===== config.mk =====
export PLATFORM = sky130hd
export DESIGN_NAME = input_frame_buffer
export DESIGN_NICKNAME = d
export VERILOG_FILES = /design/src/rtl/xbar_pkg.sv /design/src/rtl/ib_frame_fifo.sv /design/src/rtl/input_frame_buffer.sv
export SDC_FILE = /design/constraint.sdc
export NUM_CORES = 1
export LEC_CHECK = 0
export ABC_CLOCK_PERIOD_IN_PS = 2800
export CAP_MARGIN = 30
export CORE_MARGIN = 4
export CORE_UTILIZATION = 45
export DETAILED_ROUTE_END_ITERATION = 16
export PLACE_DENSITY = 0.65
export REMOVE_ABC_BUFFERS = 1
export SLEW_MARGIN = 5
export SYNTH_ARGS = -nofsm -noshare
export SYNTH_HDL_FRONTEND = slang
export SYNTH_HIERARCHICAL = 1
export SYNTH_SLANG_ARGS = --single-unit

===== constraint.sdc =====
create_clock -name clk -period 2.8 [get_ports clk]
set_input_delay 0.7 -clock clk [delete_from_list [all_inputs] [get_ports clk]]
set_output_delay 0.7 -clock clk [all_outputs]
set_load 0.05 [all_outputs]

===== src/rtl/xbar_pkg.sv =====
// Shared crossbar definitions: symbol width, port count, and the frame and
// assembler-state types used by the input buffering stage.
package xbar_pkg;

  localparam int unsigned packet_width = 8;
  localparam int unsigned ports        = 8;

  typedef enum logic {
    HDR = 1'b0,
    PAY = 1'b1
  } ib_state_t;

  typedef logic [2*packet_width-1:0] frame_t;

endpackage


===== src/rtl/ib_frame_fifo.sv =====
// Per-channel frame FIFO: power-of-two depth, wrapping pointers, occupancy
// counter. A pop frees a slot in the same cycle, so push+pop succeeds when full.
module ib_frame_fifo #(
  parameter int unsigned WIDTH = 16,
  parameter int unsigned DEPTH = 4
) (
  input  logic             clk,
  input  logic             rst,
  input  logic             push,
  input  logic             pop,
  input  logic [WIDTH-1:0] din,
  output logic [WIDTH-1:0] dout,
  output logic             empty,
  output logic             full
);

  localparam int unsigned AW = $clog2(DEPTH);

  logic [WIDTH-1:0] mem [DEPTH];
  logic [AW-1:0]    wr_ptr;
  logic [AW-1:0]    rd_ptr;
  logic [AW:0]      count;
  logic             do_push;
  logic             do_pop;

  assign empty   = (count == '0);
  assign full    = (count == (AW+1)'(DEPTH));
  assign do_pop  = pop & ~empty;
  assign do_push = push & (~full | do_pop);

  always_ff @(posedge clk) begin
    if (!rst) begin
      wr_ptr <= '0;
      rd_ptr <= '0;
      count  <= '0;
    end else begin
      if (do_push) wr_ptr <= wr_ptr + 1'b1;
      if (do_pop)  rd_ptr <= rd_ptr + 1'b1;
      case ({do_push, do_pop})
        2'b10:   count <= count + 1'b1;
        2'b01:   count <= count - 1'b1;
        default: count <= count;
      endcase
    end
  end

  // Storage is not reset; the empty flag masks stale contents on dout.
  always_ff @(posedge clk) begin
    if (rst && do_push) mem[wr_ptr] <= din;
  end

  assign dout = empty ? '0 : mem[rd_ptr];

endmodule


===== src/rtl/input_frame_buffer.sv =====
// Input frame buffer: per-channel header/payload assembly into frame FIFOs,
// with a single read port steered by rd_sel toward the switch.
module input_frame_buffer
  import xbar_pkg::*;
#(
  parameter int unsigned PKT_W = packet_width,
  parameter int unsigned N_CH  = ports,
  parameter int unsigned DEPTH = 4
) (
  input  logic                    clk,
  input  logic                    rst,
  input  logic                    clk10,
  input  logic [N_CH*PKT_W-1:0]   dec_in,
  input  logic [N_CH-1:0]         sym_valid,
  input  logic [N_CH-1:0]         sof,
  input  logic [$clog2(N_CH)-1:0] rd_sel,
  input  logic                    rd_en,
  output logic [2*PKT_W-1:0]      frame_out,
  output logic                    frame_valid,
  output logic [N_CH-1:0]         empty,
  output logic [N_CH-1:0]         full,
  output logic [N_CH-1:0]         drop_pulse,
  output logic [N_CH-1:0]         err_pulse
);

  localparam int unsigned SEL_W = $clog2(N_CH);

  logic [2*PKT_W-1:0] head [N_CH];
  logic [N_CH-1:0]    sel_hit;
  logic [N_CH-1:0]    pop;

  always_comb begin
    sel_hit = '0;
    for (int unsigned i = 0; i < N_CH; i++) begin
      sel_hit[i] = (SEL_W'(i) == rd_sel);
    end
  end

  assign pop = sel_hit & ~empty & {N_CH{rd_en}};

  // Heads of empty FIFOs already read zero, so an OR of the selected head suffices.
  always_comb begin
    frame_out   = '0;
    frame_valid = 1'b0;
    for (int unsigned i = 0; i < N_CH; i++) begin
      if (sel_hit[i]) begin
        frame_out   = frame_out | head[i];
        frame_valid = frame_valid | ~empty[i];
      end
    end
  end

  for (genvar c = 0; c < N_CH; c++) begin : g_ch
    ib_state_t        state;
    logic [PKT_W-1:0] hdr;
    logic [PKT_W-1:0] sym;
    logic             sym_ev;
    logic             push;
    logic             drop_q;
    logic             err_q;

    assign sym    = dec_in[c*PKT_W +: PKT_W];
    assign sym_ev = clk10 & sym_valid[c];
    assign push   = sym_ev & (state == PAY) & ~sof[c];

    always_ff @(posedge clk) begin
      if (!rst) begin
        state  <= HDR;
        hdr    <= '0;
        drop_q <= 1'b0;
        err_q  <= 1'b0;
      end else begin
        drop_q <= 1'b0;
        err_q  <= 1'b0;
        if (sym_ev) begin
          unique case (state)
            HDR: begin
              if (sof[c]) begin
                hdr   <= sym;
                state <= PAY;
              end
            end
            PAY: begin
              if (sof[c]) begin
                err_q <= 1'b1;
                hdr   <= sym;
              end else begin
                state  <= HDR;
                drop_q <= full[c] & ~pop[c];
              end
            end
          endcase
        end
      end
    end

    ib_frame_fifo #(
      .WIDTH (2*PKT_W),
      .DEPTH (DEPTH)
    ) u_fifo (
      .clk   (clk),
      .rst   (rst),
      .push  (push),
      .pop   (pop[c]),
      .din   ({hdr, sym}),
      .dout  (head[c]),
      .empty (empty[c]),
      .full  (full[c])
    );

    assign drop_pulse[c] = drop_q;
    assign err_pulse[c]  = err_q;
  end

endmodule


==> impl_metrics.json, run 1 <==
{
  "ir_worst_vdd_v": 0.000353,
  "p_leak_nw": 12.1,
  "cts-root-buf": "clkbuf_16",
  "slew_viol_final": 0,
  "dpl_cell_area_mm2": 0.0325,
  "place_inst": 2775,
  "setup_ws_ns": -0.801,
  "met2_usage_pct": 30.7,
  "cts_made_buffers": 69,
  "synth_warnings": 6,
  "syn_to_final_growth_pct": 23.7,
  "finalClockSkew_ns": 0.0175,
  "ys_seq_area_share_pct": 64.8,
  "use_met3_pct": 5.36,
  "setup_viol": 17,
  "violations": "negative setup slack",
  "startpoint_type": "flip-flop",
  "die_area_mm2": 0.0678,
  "pre_cts_slack_ns": -0.736,
  "place_congestion": 0.812,
  "synthFlopType": "edfxtp_1",
  "grt_setup_unrepaired": "yes",
  "route.detailed.drc": 0,
  "final_layout_size_suffix_gt1_share_pct": 32.9,
  "synth_area_leader_cell": "edfxtp_1",
  "cp_common_cell": "mux4_2",
  "drtAntennaViolNets": 0,
  "synth-edff-count": 512,
  "cts_hold_buf": 0,
  "final.period_utilization_pct": 129,
  "cts_tree": "built",
  "end_kind": "output pin",
  "drv_cap": 0,
  "synth_cells": 1712,
  "grt_pass1_vias": 16129,
  "grt_util_met1_pct": 27.9,
  "fin_cells": 2942,
  "synth.top_cell.area_share_pct": 53.6,
  "status": "finished, violations left",
  "track_usage_pct": 19.7,
  "die_width_um": 260,
  "dr.pass1.iters": 5,
  "die_h_um": 260,
  "max_clock_freq_mhz": 278,
  "cp_slowest_cell": "mux4_2",
  "core_area_mm2": 0.0631,
  "worst-setup-path-type": "reg -> out",
  "seqCellArea_mm2": 0.0186,
  "totalWireLength_mm": 67.4,
  "finalHoldViolCount": 0,
  "wl_per_cell_um": 22.9,
  "power_density_mw_per_mm2": 574,
  "grt_pass1_wl_mm": 100,
  "tightest_slew_ns": 0.595,
  "ioPinCount": 136,
  "cp_cell_sequence": "buf_12, buf_4, mux4_2, nor2b_4, mux4_2, mux2_4, buf_8",
  "ys_ff_latch": 672,
  "vias": 15862,
  "crit_required_ns": 2.10,
  "clock-sinks": 672,
  "finalPower_w": 0.0203,
  "path_clk_slew_ns": 0.06,
  "critPathArrivalTime_ns": 2.90,
  "place_hpwl_mm": 43.6,
  "port_buffers": 135,
  "initial_core_util_pct": 45.4,
  "syn_area_per_cell_um2": 16.7,
  "synthArstFlopShare_pct": 0,
  "htreeDepth": 3,
  "synth_cell_types": 45,
  "netlist_area_mm2": 0.0287,
  "viasPerCell": 5.39,
  "fillers": 4898,
  "synth_area_leaders": "edfxtp_1 54%, dfxtp_1 11%, mux4_1 7.5%, mux4_2 6.3%, nor2b_4 3.4%",
  "min_period_ns": 3.60,
  "hp-class": "reg -> reg",
  "top_usage_layer": "met2",
  "clockBufferDepth": 3,
  "clkLatencyLatePin_ns": 0.61,
  "drtIter0Drc": 1596,
  "grt_max_degree": 76,
  "antenna_found_initial": 8,
  "multi_input_comb_area_mm2": 0.00918,
  "postLayoutCellArea_mm2": 0.0355,
  "slew_headroom_pct": 60.3,
  "critPathMaxFanout": 8,
  "design.final.nets": 2171,
  "max_stage_delay_ns": 0.51,
  "setup_tns_ns": -12.43,
  "rows": 92,
  "grt_overflow": 0
}
-- cell type report --
| cell class | instances | share of cell area [%] |
|---|---|---|
| Timing Repair Buffer | 356 | 11.7 |
| Clock inverter | 23 | 0.695 |
| Sequential cell | 672 | 52.6 |
| Antenna cell | 3 | 0.0212 |
| Inverter | 58 | 0.628 |
| Clock buffer | 104 | 5.56 |
| Tap cell | 846 | 2.98 |
| Multi-Input combinational cell | 880 | 25.9 |
-- placed cells by master, fill, tap and decap left out, types with 7 or more instances in the layout --
master / count
nor2_1: 10
nor3b_1: 15
inv_1: 54
a21boi_1: 9
clkbuf_16: 74
nand2_1: 190
dfxtp_1: 136
and2_1: 17
buf_8: 17
or4b_1: 7
or3_1: 12
nand3_1: 11
mux2_4: 16
nor2b_4: 76
buf_12: 71
dfxtp_4: 13
buf_6: 18
clkbuf_8: 7
and2_4: 9
a21boi_0: 66
clkbuf_1: 26
edfxtp_1: 512
and4b_1: 8
dfxtp_2: 11
mux2i_1: 15
buf_4: 140
and3_1: 48
ha_1: 35
clkdlybuf4s50_1: 98
mux4_2: 157
a21oi_1: 10
nor2b_1: 43
xnor2_1: 11
a21boi_2: 10
o21ai_0: 37
-- synthesized netlist by cell type (3+ instances only) --
| cell | number |
|---|---|
| edfxtp_1 | 512 |
| a21boi_0 | 71 |
| a21oi_1 | 10 |
| nor2b_1 | 52 |
| ha_1 | 39 |
| buf_4 | 17 |
| dfxtp_1 | 160 |
| a21boi_2 | 7 |
| nor2b_4 | 70 |
| buf_12 | 8 |
| and3_1 | 48 |
| o21ai_0 | 37 |
| buf_2 | 39 |
| or3_1 | 15 |
| nor3b_1 | 15 |
| and2_1 | 24 |
| or4b_1 | 7 |
| fa_1 | 8 |
| inv_1 | 57 |
| xnor2_1 | 11 |
| and4b_1 | 8 |
| mux4_2 | 80 |
| nand2_1 | 191 |
| clkbuf_1 | 25 |
| nand2b_1 | 3 |
| nor2_1 | 13 |
| xor2_1 | 8 |
| buf_6 | 13 |
| mux4_1 | 82 |
| mux2_2 | 16 |
| mux2i_1 | 15 |
| and2_2 | 6 |
| a21boi_1 | 7 |
| nor3_1 | 14 |
| nand3_1 | 11 |
-- report_power, final --
part	internal (W)	total (W)	switching (W)	leakage (nW)
sequential	0.0107	0.0108	0.0000453	5.93
combinational	0.000283	0.000607	0.000324	5.05
clock	0.00526	0.00897	0.00371	1.07
total	0.0163	0.0203	0.00408	12.0
-- per-stage QoR --
step,util (%),hold WS [ns]
4_1_cts,55.7,0.483
2_1_floorplan,-,0.456
3_3_place_gp,51.5,0.466
3_5_place_dp,51.5,0.483
6_report,56.2,0.481
5_1_grt,56.2,0.501
-- registers in the layout (all words and copies together), names as in the netlist, named ones only --
register	count
g_ch.drop_q	8
g_ch.err_q	8
g_ch.hdr	64
g_ch.state	8
g_ch.u_fifo/count	24
g_ch.u_fifo/mem	512
g_ch.u_fifo/rd_ptr	16
g_ch.u_fifo/wr_ptr	16
-- worst max-delay path, delay by kind of cell, from the launching register on --
kind	cells	cell delay [ns]
flip-flops	1	0.39
AND/OR/NAND/NOR	1	0.15
multiplexers	3	1.34
buffers and inverters	3	0.43
-- metal layers --
layer,wire length [µm],vias to the layer above
li1,-,7104
met1,28400,8105
met2,31600,569
met3,6110,76
met4,1140,8
met5,46,-
-- logic make-up (layout without fill, tap and decap cells) --
group | count (synthesis) | after routing | share of synthesized area (%)
DFF | 672 | 672 | 64.8
xor gates and xnor gates | 19 | 19 | 0.581
buffers and inverters | 160 | 541 | 3.28
AOI/OAI and AO/OA | 140 | 140 | 3.37
muxes | 193 | 193 | 15.0
other | 0 | 3 | 0
adders and majority gates | 47 | 47 | 2.26
and+or+nand+nor | 481 | 481 | 10.7
-- worst paths after layout --
check / startpoint / end / slack, ns / cells past startpoint
max: flip-flop / frame_out[7] / -0.80 / 7
min: g_ch[7].u_fifo/rd_ptr[0] / flip-flop / 0.48 / 2
max reg2reg: g_ch[7].u_fifo/count[1] / g_ch[7].u_fifo/count[2] / 0.05 / 14
min reg2reg: g_ch[7].u_fifo/rd_ptr[0] / flip-flop / 0.48 / 2
-- what timing repair did --
action / 4_1_cts / 5_1_grt
resized for setup: 178 / 91
setup endpoints to repair: 22 / 26
gates cloned: 9 / 3
buffers inserted: 18 / 13
pin swaps: 3 / 19
Note: power is estimated with default switching activity, not from simulation.
==> run 2: changes to the inputs <==
==> constraint.sdc (replaced) <==
create_clock -name clk -period 2.8 [get_ports clk]
set_input_delay 0.7 -clock clk [delete_from_list [all_inputs] [get_ports clk]]
set_output_delay 0.7 -clock clk [all_outputs]
set_load 0.1 [all_outputs]
==> impl_metrics.json, run 2 (synthesis results as in run 1) <==
{
  "die_area_mm2": 0.0678,
  "largest_reg_flops": 512,
  "grt_max_degree": 79,
  "die_width_um": 260,
  "r2r_slack_ns": 0.08,
  "critPathArrivalTime_ns": 2.93,
  "hp-class": "in -> reg",
  "cts_hold_buf": 0,
  "path_clk_slew_ns": 0.06,
  "clock-sinks": 672,
  "setup_tns_ns": -12.99,
  "setup_ws_ns": -0.827,
  "slew_headroom_pct": 67.7,
  "clockBufferDepth": 3,
  "route.detailed.drc": 0,
  "fin_cells": 2950,
  "place_congestion": 0.787,
  "place_inst": 2786,
  "ff2ff_path_depth": 15,
  "dr.pass1.iters": 5,
  "rows": 92,
  "design.final.nets": 2180,
  "reg2reg_to": "g_ch[5].u_fifo/count[2]",
  "viasPerCell": 5.33,
  "seqCellArea_mm2": 0.0186,
  "finalClockSkew_ns": 0.0262,
  "cts-root-buf": "clkbuf_16",
  "drtIter0Drc": 1391,
  "setup_viol": 17,
  "max_clock_freq_mhz": 276,
  "power_density_mw_per_mm2": 566,
  "cts_tree": "built",
  "antenna_found_initial": 9,
  "p_leak_nw": 12.2,
  "final.period_utilization_pct": 130,
  "top_register": "g_ch.u_fifo/mem",
  "min_period_ns": 3.63,
  "reg_top3": "g_ch.u_fifo/mem (512), g_ch.hdr (64), g_ch.u_fifo/count (24)",
  "crit_required_ns": 2.10,
  "core_area_mm2": 0.0631,
  "worstSetupEndpoint": "frame_out[5]",
  "vias": 15722,
  "grt_pass1_vias": 15818,
  "port_buffers": 135,
  "track_usage_pct": 19.3,
  "ioPinCount": 136,
  "wl_per_cell_um": 22.4,
  "status": "finished, violations left",
  "place_hpwl_mm": 43.6,
  "htreeDepth": 3,
  "critPathMaxFanout": 8,
  "slew_viol_final": 0,
  "grt_pass1_wl_mm": 98.0,
  "grt_setup_unrepaired": "yes",
  "totalWireLength_mm": 66.1,
  "startpoint_type": "flip-flop",
  "clkLatencyLatePin_ns": 0.61,
  "r2r_start": "g_ch[5].u_fifo/count[0]",
  "cts_made_buffers": 69,
  "initial_core_util_pct": 45.4,
  "end_kind": "output pin",
  "die_h_um": 260,
  "finalHoldViolCount": 0,
  "drv_cap": 0,
  "final_layout_size_suffix_gt1_share_pct": 32.9,
  "worst-setup-path-type": "reg -> out",
  "multi_input_comb_area_mm2": 0.00918,
  "syn_to_final_growth_pct": 24.2,
  "tightest_slew_ns": 0.484,
  "ir_worst_vdd_v": 0.000351,
  "fillers": 4828,
  "layout_common_cells": "512 x edfxtp_1, 190 x nand2_1, 157 x buf_4",
  "drtAntennaViolNets": 0,
  "mostFrequentLayoutCell": "edfxtp_1",
  "hold_ws_ns": 0.447,
  "violations": "negative setup slack",
  "grt_overflow": 0
}
[run 2: metrics by stage]
stage / setup WS (ns) / instance area, µm² / power [W] / util, %
2_1_floorplan: -4.26 / 27900 / 0.0112 / -
3_3_place_gp: -0.541 / 32800 / 0.0115 / 51.9
3_5_place_dp: -0.658 / 32800 / 0.0116 / 51.9
4_1_cts: -0.859 / 35300 / 0.0203 / 56.0
5_1_grt: -0.874 / 35600 / 0.0209 / 56.4
6_report: -0.827 / 35600 / 0.0202 / 56.4
[run 2: cell type report]
class | instances | share of cell area (%)
tap | 846 | 2.97
clock buffer | 99 | 5.40
antenna | 4 | 0.0281
multi-input combinational | 880 | 25.8
sequential | 672 | 52.3
clock inverter | 26 | 0.682
timing repair buffer | 365 | 12.2
inverter | 58 | 0.612
[run 2: critical path, cell delays in order, from the launching register on]
cell and delay, ns:
dfxtp_4 0.37, buf_12 0.14, buf_6 0.10, mux4_2 0.54, nor2b_4 0.15, mux4_2 0.50
mux2_4 0.33, buf_12 0.18
[run 2: worst min path at each step]
stage	startpoint	end	slack, ns	cells after the start
2_1_floorplan	g_ch[0].u_fifo/rd_ptr[1]	flip-flop	0.46	2
5_1_grt	rst	g_ch[5].u_fifo/wr_ptr[0]	0.45	3
6_report	rst	g_ch[5].u_fifo/wr_ptr[0]	0.45	3
3_3_place_gp	g_ch[2].u_fifo/rd_ptr[1]	flip-flop	0.46	2
4_1_cts	rst	g_ch[5].u_fifo/wr_ptr[0]	0.41	3
3_5_place_dp	g_ch[7].u_fifo/rd_ptr[1]	flip-flop	0.48	2
[run 2: power by group]
part	total [W]	leakage (nW)	switching (W)	internal [W]
clock network	0.00878	1.04	0.00370	0.00508
logic	0.000617	5.19	0.000331	0.000286
registers	0.0108	5.93	0.0000447	0.0107
[run 2: timing repair]
action | in CTS | in global routing
gates resized for setup | 141 | 75
setup endpoints to repair | 20 | 26
pin swaps | 2 | 13
gates cloned | 9 | 3
buffers inserted | 13 | 17
[run 2: layer usage]
| layer | global-route usage, % | vias to the layer above | part of all wire [%] |
|---|---|---|---|
| met5 | 0 | - | 0.058 |
| met4 | 5.16 | 8 | 1.6 |
| met3 | 4.77 | 70 | 7.6 |
| met2 | 30.3 | 477 | 48 |
| met1 | 27.2 | 8049 | 43 |
| li1 | - | 7118 | - |
==> patch 1, RTL diff (settings of run 1) <==
Make the reset (`rst`) asynchronous in 2 clocked blocks.
--- a/src/rtl/ib_frame_fifo.sv
+++ b/src/rtl/ib_frame_fifo.sv
@@ -28,7 +28,7 @@
   assign do_pop  = pop & ~empty;
   assign do_push = push & (~full | do_pop);
 
-  always_ff @(posedge clk) begin
+  always_ff @(posedge clk or negedge rst) begin
     if (!rst) begin
       wr_ptr <= '0;
       rd_ptr <= '0;
--- a/src/rtl/input_frame_buffer.sv
+++ b/src/rtl/input_frame_buffer.sv
@@ -63,7 +63,7 @@
     assign sym_ev = clk10 & sym_valid[c];
     assign push   = sym_ev & (state == PAY) & ~sof[c];
 
-    always_ff @(posedge clk) begin
+    always_ff @(posedge clk or negedge rst) begin
       if (!rst) begin
         state  <= HDR;
         hdr    <= '0;
Behaviour: differs if rst is asserted again (counterexample within 4 cycles, from zero or initial values and one cycle with rst low); with rst held inactive, the same outputs for 4 cycles.
==> patch 1 against run 1 <==
Largest cell class unchanged. The flow still finishes with violations (negative setup slack). Critical path type unchanged. Sequential cell count fell by 16. Design area fell by 1.2%. Die area fell by 1.2%. Routed wire length fell by 5.5%. Worst setup slack got worse by 93 ps. Critical path depth fell by 1. Area after synthesis fell by 1.3%.
Power is not compared: it rests on default switching activity, and its combinational part moved more than twofold at a synthesized area within 25%.
==> patch 1: results (changes against run 1) <==
| Metric | Value |
|---|---|
| Layout Nets | `1945 (-10%)` |
| CTS Buffer Depth | `3 (unchanged)` |
| Via count of the first global-routing pass | `14900 (-7.7%)` |
| Data arrival time of the worst path | `2990 ps (+90 ps)` |
| Antenna violations before repair | `4 (-4)` |
| IO Port Bufs | `135 (unchanged)` |
| Capturing point of the worst reg2reg path | `g_ch[4].u_fifo/count[2]` |
| Crit Reg-Reg Startpoint | `g_ch[4].u_fifo/count[1]` |
| Synth Instances | `1444 (-16%)` |
| Ys Warns | `6 (unchanged)` |
| Slew at the pin closest to its max-slew limit | `608 ps (+13.3 ps)` |
| Leading post-synthesis cells by instance count | `sky130_fd_sc_hd__edfxtp_1, sky130_fd_sc_hd__dfrtp_1, sky130_fd_sc_hd__mux4_1` |
| Clock Skew | `26.2 ps (+8.73 ps)` |
| Clock H-tree levels | `3 (unchanged)` |
| Setup Slack @ Placement | `-610 ps (+126 ps)` |
| Total setup violations reported at the end of the flow | `17 (unchanged)` |
| Insertion delay of the later-clocked pin in the worst-skew pair | `610 ps (about the same)` |
| Final antenna diode count | `0 (-3)` |
| Total clock buffers created by CTS | `70 (+1.4%)` |
| Global-route wire length before repair | `95800 um (-4.6%)` |
| Clock-pin slew reported for the worst setup and hold paths after clock tree synthesis | `60 ps (about the same)` |
| Routed length per placed instance | `23.5 um (+2.8%)` |
| Share of post-route cells with drive strength above 1 | `37.7% (+4.8 points)` |
| Distinct cell type count of the synthesized netlist | `43 (-4.4%)` |
| Via count | `14400 (-9.1%)` |
| Final setup TNS | `-13580 ps (-1150 ps)` |
| GP Congestion | `0.822 (+1.3%)` |
| Setup slack, reg-to-reg | `200 ps (+150 ps)` |
| Violations in the final reports | `negative setup slack` |
| Starting DRC count in detailed routing | `1044 (-35%)` |
| Hold WS | `505 ps (+24.2 ps)` |
| Post-synth ARST share | `22.0% (+22 points)` |
| Worst setup path startpoint | `g_ch[5].u_fifo/rd_ptr[0]` |
| Final worst setup slack | `-894 ps (-93.4 ps)` |
| Final HPWL DP | `43400 um (-0.35%)` |
| Class of the worst hold path | `reg2reg` |
| Outcome | `finished, violations left` |
| EDFF count, synth | `512 (unchanged)` |
| WHS Endpoint | `g_ch[5].u_fifo/mem[2][12]` |
| Critical Path Fanout Max | `7 (-1)` |
| Startpoint class of the critical path | `register` |
| Cell count after placement | `2544 (-8.3%)` |
| Total GRT Usage | `19.2% (-0.52 points)` |
| Worst min-delay path startpoint | `g_ch[5].hdr[4]` |
| Synth area leaders | `sky130_fd_sc_hd__edfxtp_1, sky130_fd_sc_hd__dfrtp_1, sky130_fd_sc_hd__mux4_1` |
| Largest stage delay on the critical path | `between 500 and 600 ps` |
| Largest net degree at the start of global routing | `39 (-49%)` |
| Sequential share of the synthesized area | `67.1% (+2.2 points)` |
| Hold path cells | `0 (-2)` |
| Placement-stage cell area | `32300 um2 (-0.61%)` |
| Routed Wire Length | `63700 um (-5.5%)` |
## patch 1: cell count changes in the layout (fill, tap and decap cells not counted), moves of 21 or more
| cell | run 1 | this run |
|---|---|---|
| sky130_fd_sc_hd__dfrtp_1 | 0 | 141 |
| sky130_fd_sc_hd__nor2_1 | 10 | 37 |
| sky130_fd_sc_hd__xor2_1 | 6 | 29 |
| sky130_fd_sc_hd__buf_4 | 140 | 161 |
| sky130_fd_sc_hd__o21ai_0 | 37 | 9 |
| sky130_fd_sc_hd__a21boi_0 | 66 | 0 |
| sky130_fd_sc_hd__dfxtp_1 | 136 | 0 |
| sky130_fd_sc_hd__nand2_1 | 190 | 12 |
| sky130_fd_sc_hd__mux2_2 | 0 | 71 |
## patch 1: repair_timing
| action | 4_1_cts | 5_1_grt |
|---|---|---|
| buffers inserted | 11 | 19 |
| hold buffers | 1 | 0 |
| setup endpoints to repair | 19 | 69 |
| endpoints found under the hold margin | 6 | 0 |
| cloned | 3 | 0 |
| gates resized for setup | 128 | 49 |
| pin swaps | 0 | 4 |
## patch 1: worst max-delay path: cells and delay by family, from the launching register on
kind                   cells  cell delay [ps]
buffers and inverters      2              350
flip-flops                 1              430
multiplexers               3             1360
AND/OR/NAND/NOR            1              240
## patch 1: final cells by class
cell class / count / area [um2]
Tap cell: 837 / 1050
Timing Repair Buffer: 368 / 4050
Inverter: 66 / 248
Multi-Input combinational cell: 649 / 8370
Fill cell: 4674 / 26900
Clock inverter: 32 / 343
Sequential cell: 656 / 19000
Clock buffer: 97 / 1980
## patch 1: worst max path at each step
stage                               to  cells after the start
6_report                  frame_out[3]                      6
5_1_grt                   frame_out[3]                      6
4_1_cts                  frame_out[11]                      7
3_5_place_dp   g_ch[6].u_fifo/count[2]                     13
3_3_place_gp   g_ch[6].u_fifo/count[2]                     13
2_1_floorplan            frame_out[15]                      4
## patch 1: power by group
| part | leakage [nW] | internal [mW] | total [mW] | switching (mW) |
|---|---|---|---|---|
| Sequential | 6.34 | 11.4 | 12.1 | 0.698 |
| Combinational | 5.63 | 6.19 | 11.9 | 5.70 |
| Clock | 1.13 | 5.53 | 9.25 | 3.72 |
| Total | 13.1 | 23.1 | 33.2 | 10.1 |
## patch 1: layer usage
metal	vias up	global-route usage, %	share of wire (%)
li1	6318	-	-
met1	7600	28.0	44
met2	419	29.1	46
met5	-	0	0.068
met3	81	4.73	7.1
met4	8	5.61	2.0
## patch 1: cells by family (layout without fill, tap and decap cells)
logic type / count (synthesis) / count (layout) / share of synthesized area [%]
compound gates: 30 / 30 / 0.884
simple gates: 266 / 266 / 7.35
mux: 260 / 260 / 18.0
fa+ha+maj: 47 / 47 / 2.29
buf+inv: 139 / 563 / 3.01
flops: 656 / 656 / 67.1
xor+xnor: 46 / 46 / 1.42
==> patch 2, RTL diff (settings of run 1) <==
Made on the original files. `packet_width`: 8 -> 10.
--- a/src/rtl/xbar_pkg.sv
+++ b/src/rtl/xbar_pkg.sv
@@ -2,7 +2,7 @@
 // assembler-state types used by the input buffering stage.
 package xbar_pkg;
 
-  localparam int unsigned packet_width = 8;
+  localparam int unsigned packet_width = 10;
   localparam int unsigned ports        = 8;
 
   typedef enum logic {
Ports: changed (resized dec_in and frame_out); port bits go from 136 to 156. No check against the original RTL was run, so the function may have changed too.
==> patch 2 against run 1 <==
The flow still finishes with violations (negative setup slack). Largest cell class unchanged. Area after synthesis up 17%. Design area up 19%. Routed wire length increased by 23%. Total power increased by 24%. Maximum frequency fell by 1.4%. Clock skew up 2.1 ps. Worst setup slack got worse by 51 ps. Sequential cell count increased by 144.
==> patch 2: results (changes against run 1) <==
| Metric | Value |
|---|---|
| Amount of wire on met3 after detailed routing | `6690 um (+9.5%)` |
| Setup slack, reg-to-reg | `120 ps (+70 ps)` |
| Proportion of final cell area spent on non-clock buffers | `11.3% (-0.35 points)` |
| Starting DRC count in detailed routing | `1415 (-11%)` |
| Registers with the highest flip-flop counts | `g_ch.u_fifo/mem: 640 flops, g_ch.hdr: 80 flops, g_ch.u_fifo/count: 24 flops` |
| Largest stage delay on the critical path | `490 ps (-20 ps)` |
| Total setup violations reported at the end of the flow | `21 (+4)` |
| Clock Skew | `19.6 ps (+2.09 ps)` |
| Net switching power | `5.00 mW (+22%)` |
| GP Congestion | `0.786 (-3.2%)` |
| Relative slew slack | `54.7% (-5.6 points)` |
| Number of flip-flops and latches | `816 (+21%)` |
| Slowest library cell on the worst path | `sky130_fd_sc_hd__mux4_2` |
| Repair and plain buffers | `411 (+15%)` |
| Share of post-route cells with drive strength above 1 | `31.0% (-2.0 points)` |
| Via count | `18800 (+19%)` |
| Worst IR Drop VDD | `0.532 mV (+51%)` |
| Data arrival time of the worst path | `2950 ps (+50 ps)` |
| Clock distribution power | `11.4 mW (+27%)` |
| Filler cells | `5546 (+13%)` |
| Worst min-delay path startpoint | `rst` |
| EDFF count, synth | `640 (+25%)` |
| Final worst setup slack | `-852 ps (-51.1 ps)` |
| Leading post-synthesis cells by instance count | `sky130_fd_sc_hd__edfxtp_1, sky130_fd_sc_hd__nand2_1, sky130_fd_sc_hd__dfxtp_1` |
| Antenna violations before repair | `14 (+6)` |
| Violations in the final reports | `negative setup slack` |
| Routed metal-1 wirelength | `34900 um (+23%)` |
| Multi-input gates | `1006 (+14%)` |
| Sequential share of the synthesized area | `67.9% (+3.1 points)` |
| Metal2 WL | `39300 um (+24%)` |
| Average footprint of a synthesized cell | `16.9 um2 (+0.83%)` |
| Setup Slack @ Placement | `-598 ps (+138 ps)` |
| Hold WS | `425 ps (-55.8 ps)` |
| Area used by sequential logic in the layout | `22800 um2 (+22%)` |
| Synth area leaders | `sky130_fd_sc_hd__edfxtp_1, sky130_fd_sc_hd__mux4_2, sky130_fd_sc_hd__dfxtp_1` |
| Routed Wire Length | `82700 um (+23%)` |
| Outcome | `finished, violations left` |
| Class of the worst hold path | `in2reg` |
| Crit Reg-Reg Startpoint | `g_ch[4].u_fifo/count[2]` |
| IO Port Bufs | `155 (+15%)` |
| Final clock-cell share | `6.75% (+0.49 points)` |
| Number of cells traversed by the worst register-to-register path | `15 (+1)` |
| Area used by multi-input combinational logic | `10300 um2 (+12%)` |
| Critical Path Fanout Max | `5 (-3)` |
| Clkbuf count | `117 (+13%)` |
| 1st-pass router iterations | `7 (+2)` |
| Total leakage power | `14.1 nW (+17%)` |
| Final HPWL DP | `54000 um (+24%)` |
| Seq power | `13.1 mW (+21%)` |
| Total clock buffers created by CTS | `84 (+22%)` |
| Routed length per placed instance | `24.3 um (+5.9%)` |
| Switching portion of total power | `19.9% (-0.22 points)` |
| Cell count after placement | `3204 (+15%)` |
| Total GRT Usage | `20.8% (+1.1 points)` |
[patch 2: cell families after synthesis]
logic type	share of synthesized area, %
muxes	15.1
adders and majority gates	1.93
AOI/OAI and AO/OA	3.27
buffers and inverters	2.61
and+or+nand+nor	8.77
DFF	67.9
xor gates and xnor gates	0.497
[patch 2: routing by layer]
metal	global-route usage (%)	up-vias
met5	0	-
met3	5.35	128
met4	5.98	14
met1	28.9	9722
met2	32.9	625
li1	-	8343
[patch 2: repair_timing]
item | 4_1_cts | 5_1_grt
gates resized for setup | 193 | 63
hold buffers | 0 | 0
pin swaps | 5 | 11
buffers inserted | 17 | 18
endpoints found under the setup margin | 29 | 32
gates cloned | 11 | 5
[patch 2: per-stage QoR]
stage	TNS [ps]	area [um2]	util (%)
floorplan	-140410	32900	-
global placement	-178360	38000	51.8
detailed placement	-180170	38000	51.8
CTS	-17760	41600	56.8
global route	-18120	42100	57.4
finish	-16910	42100	57.4
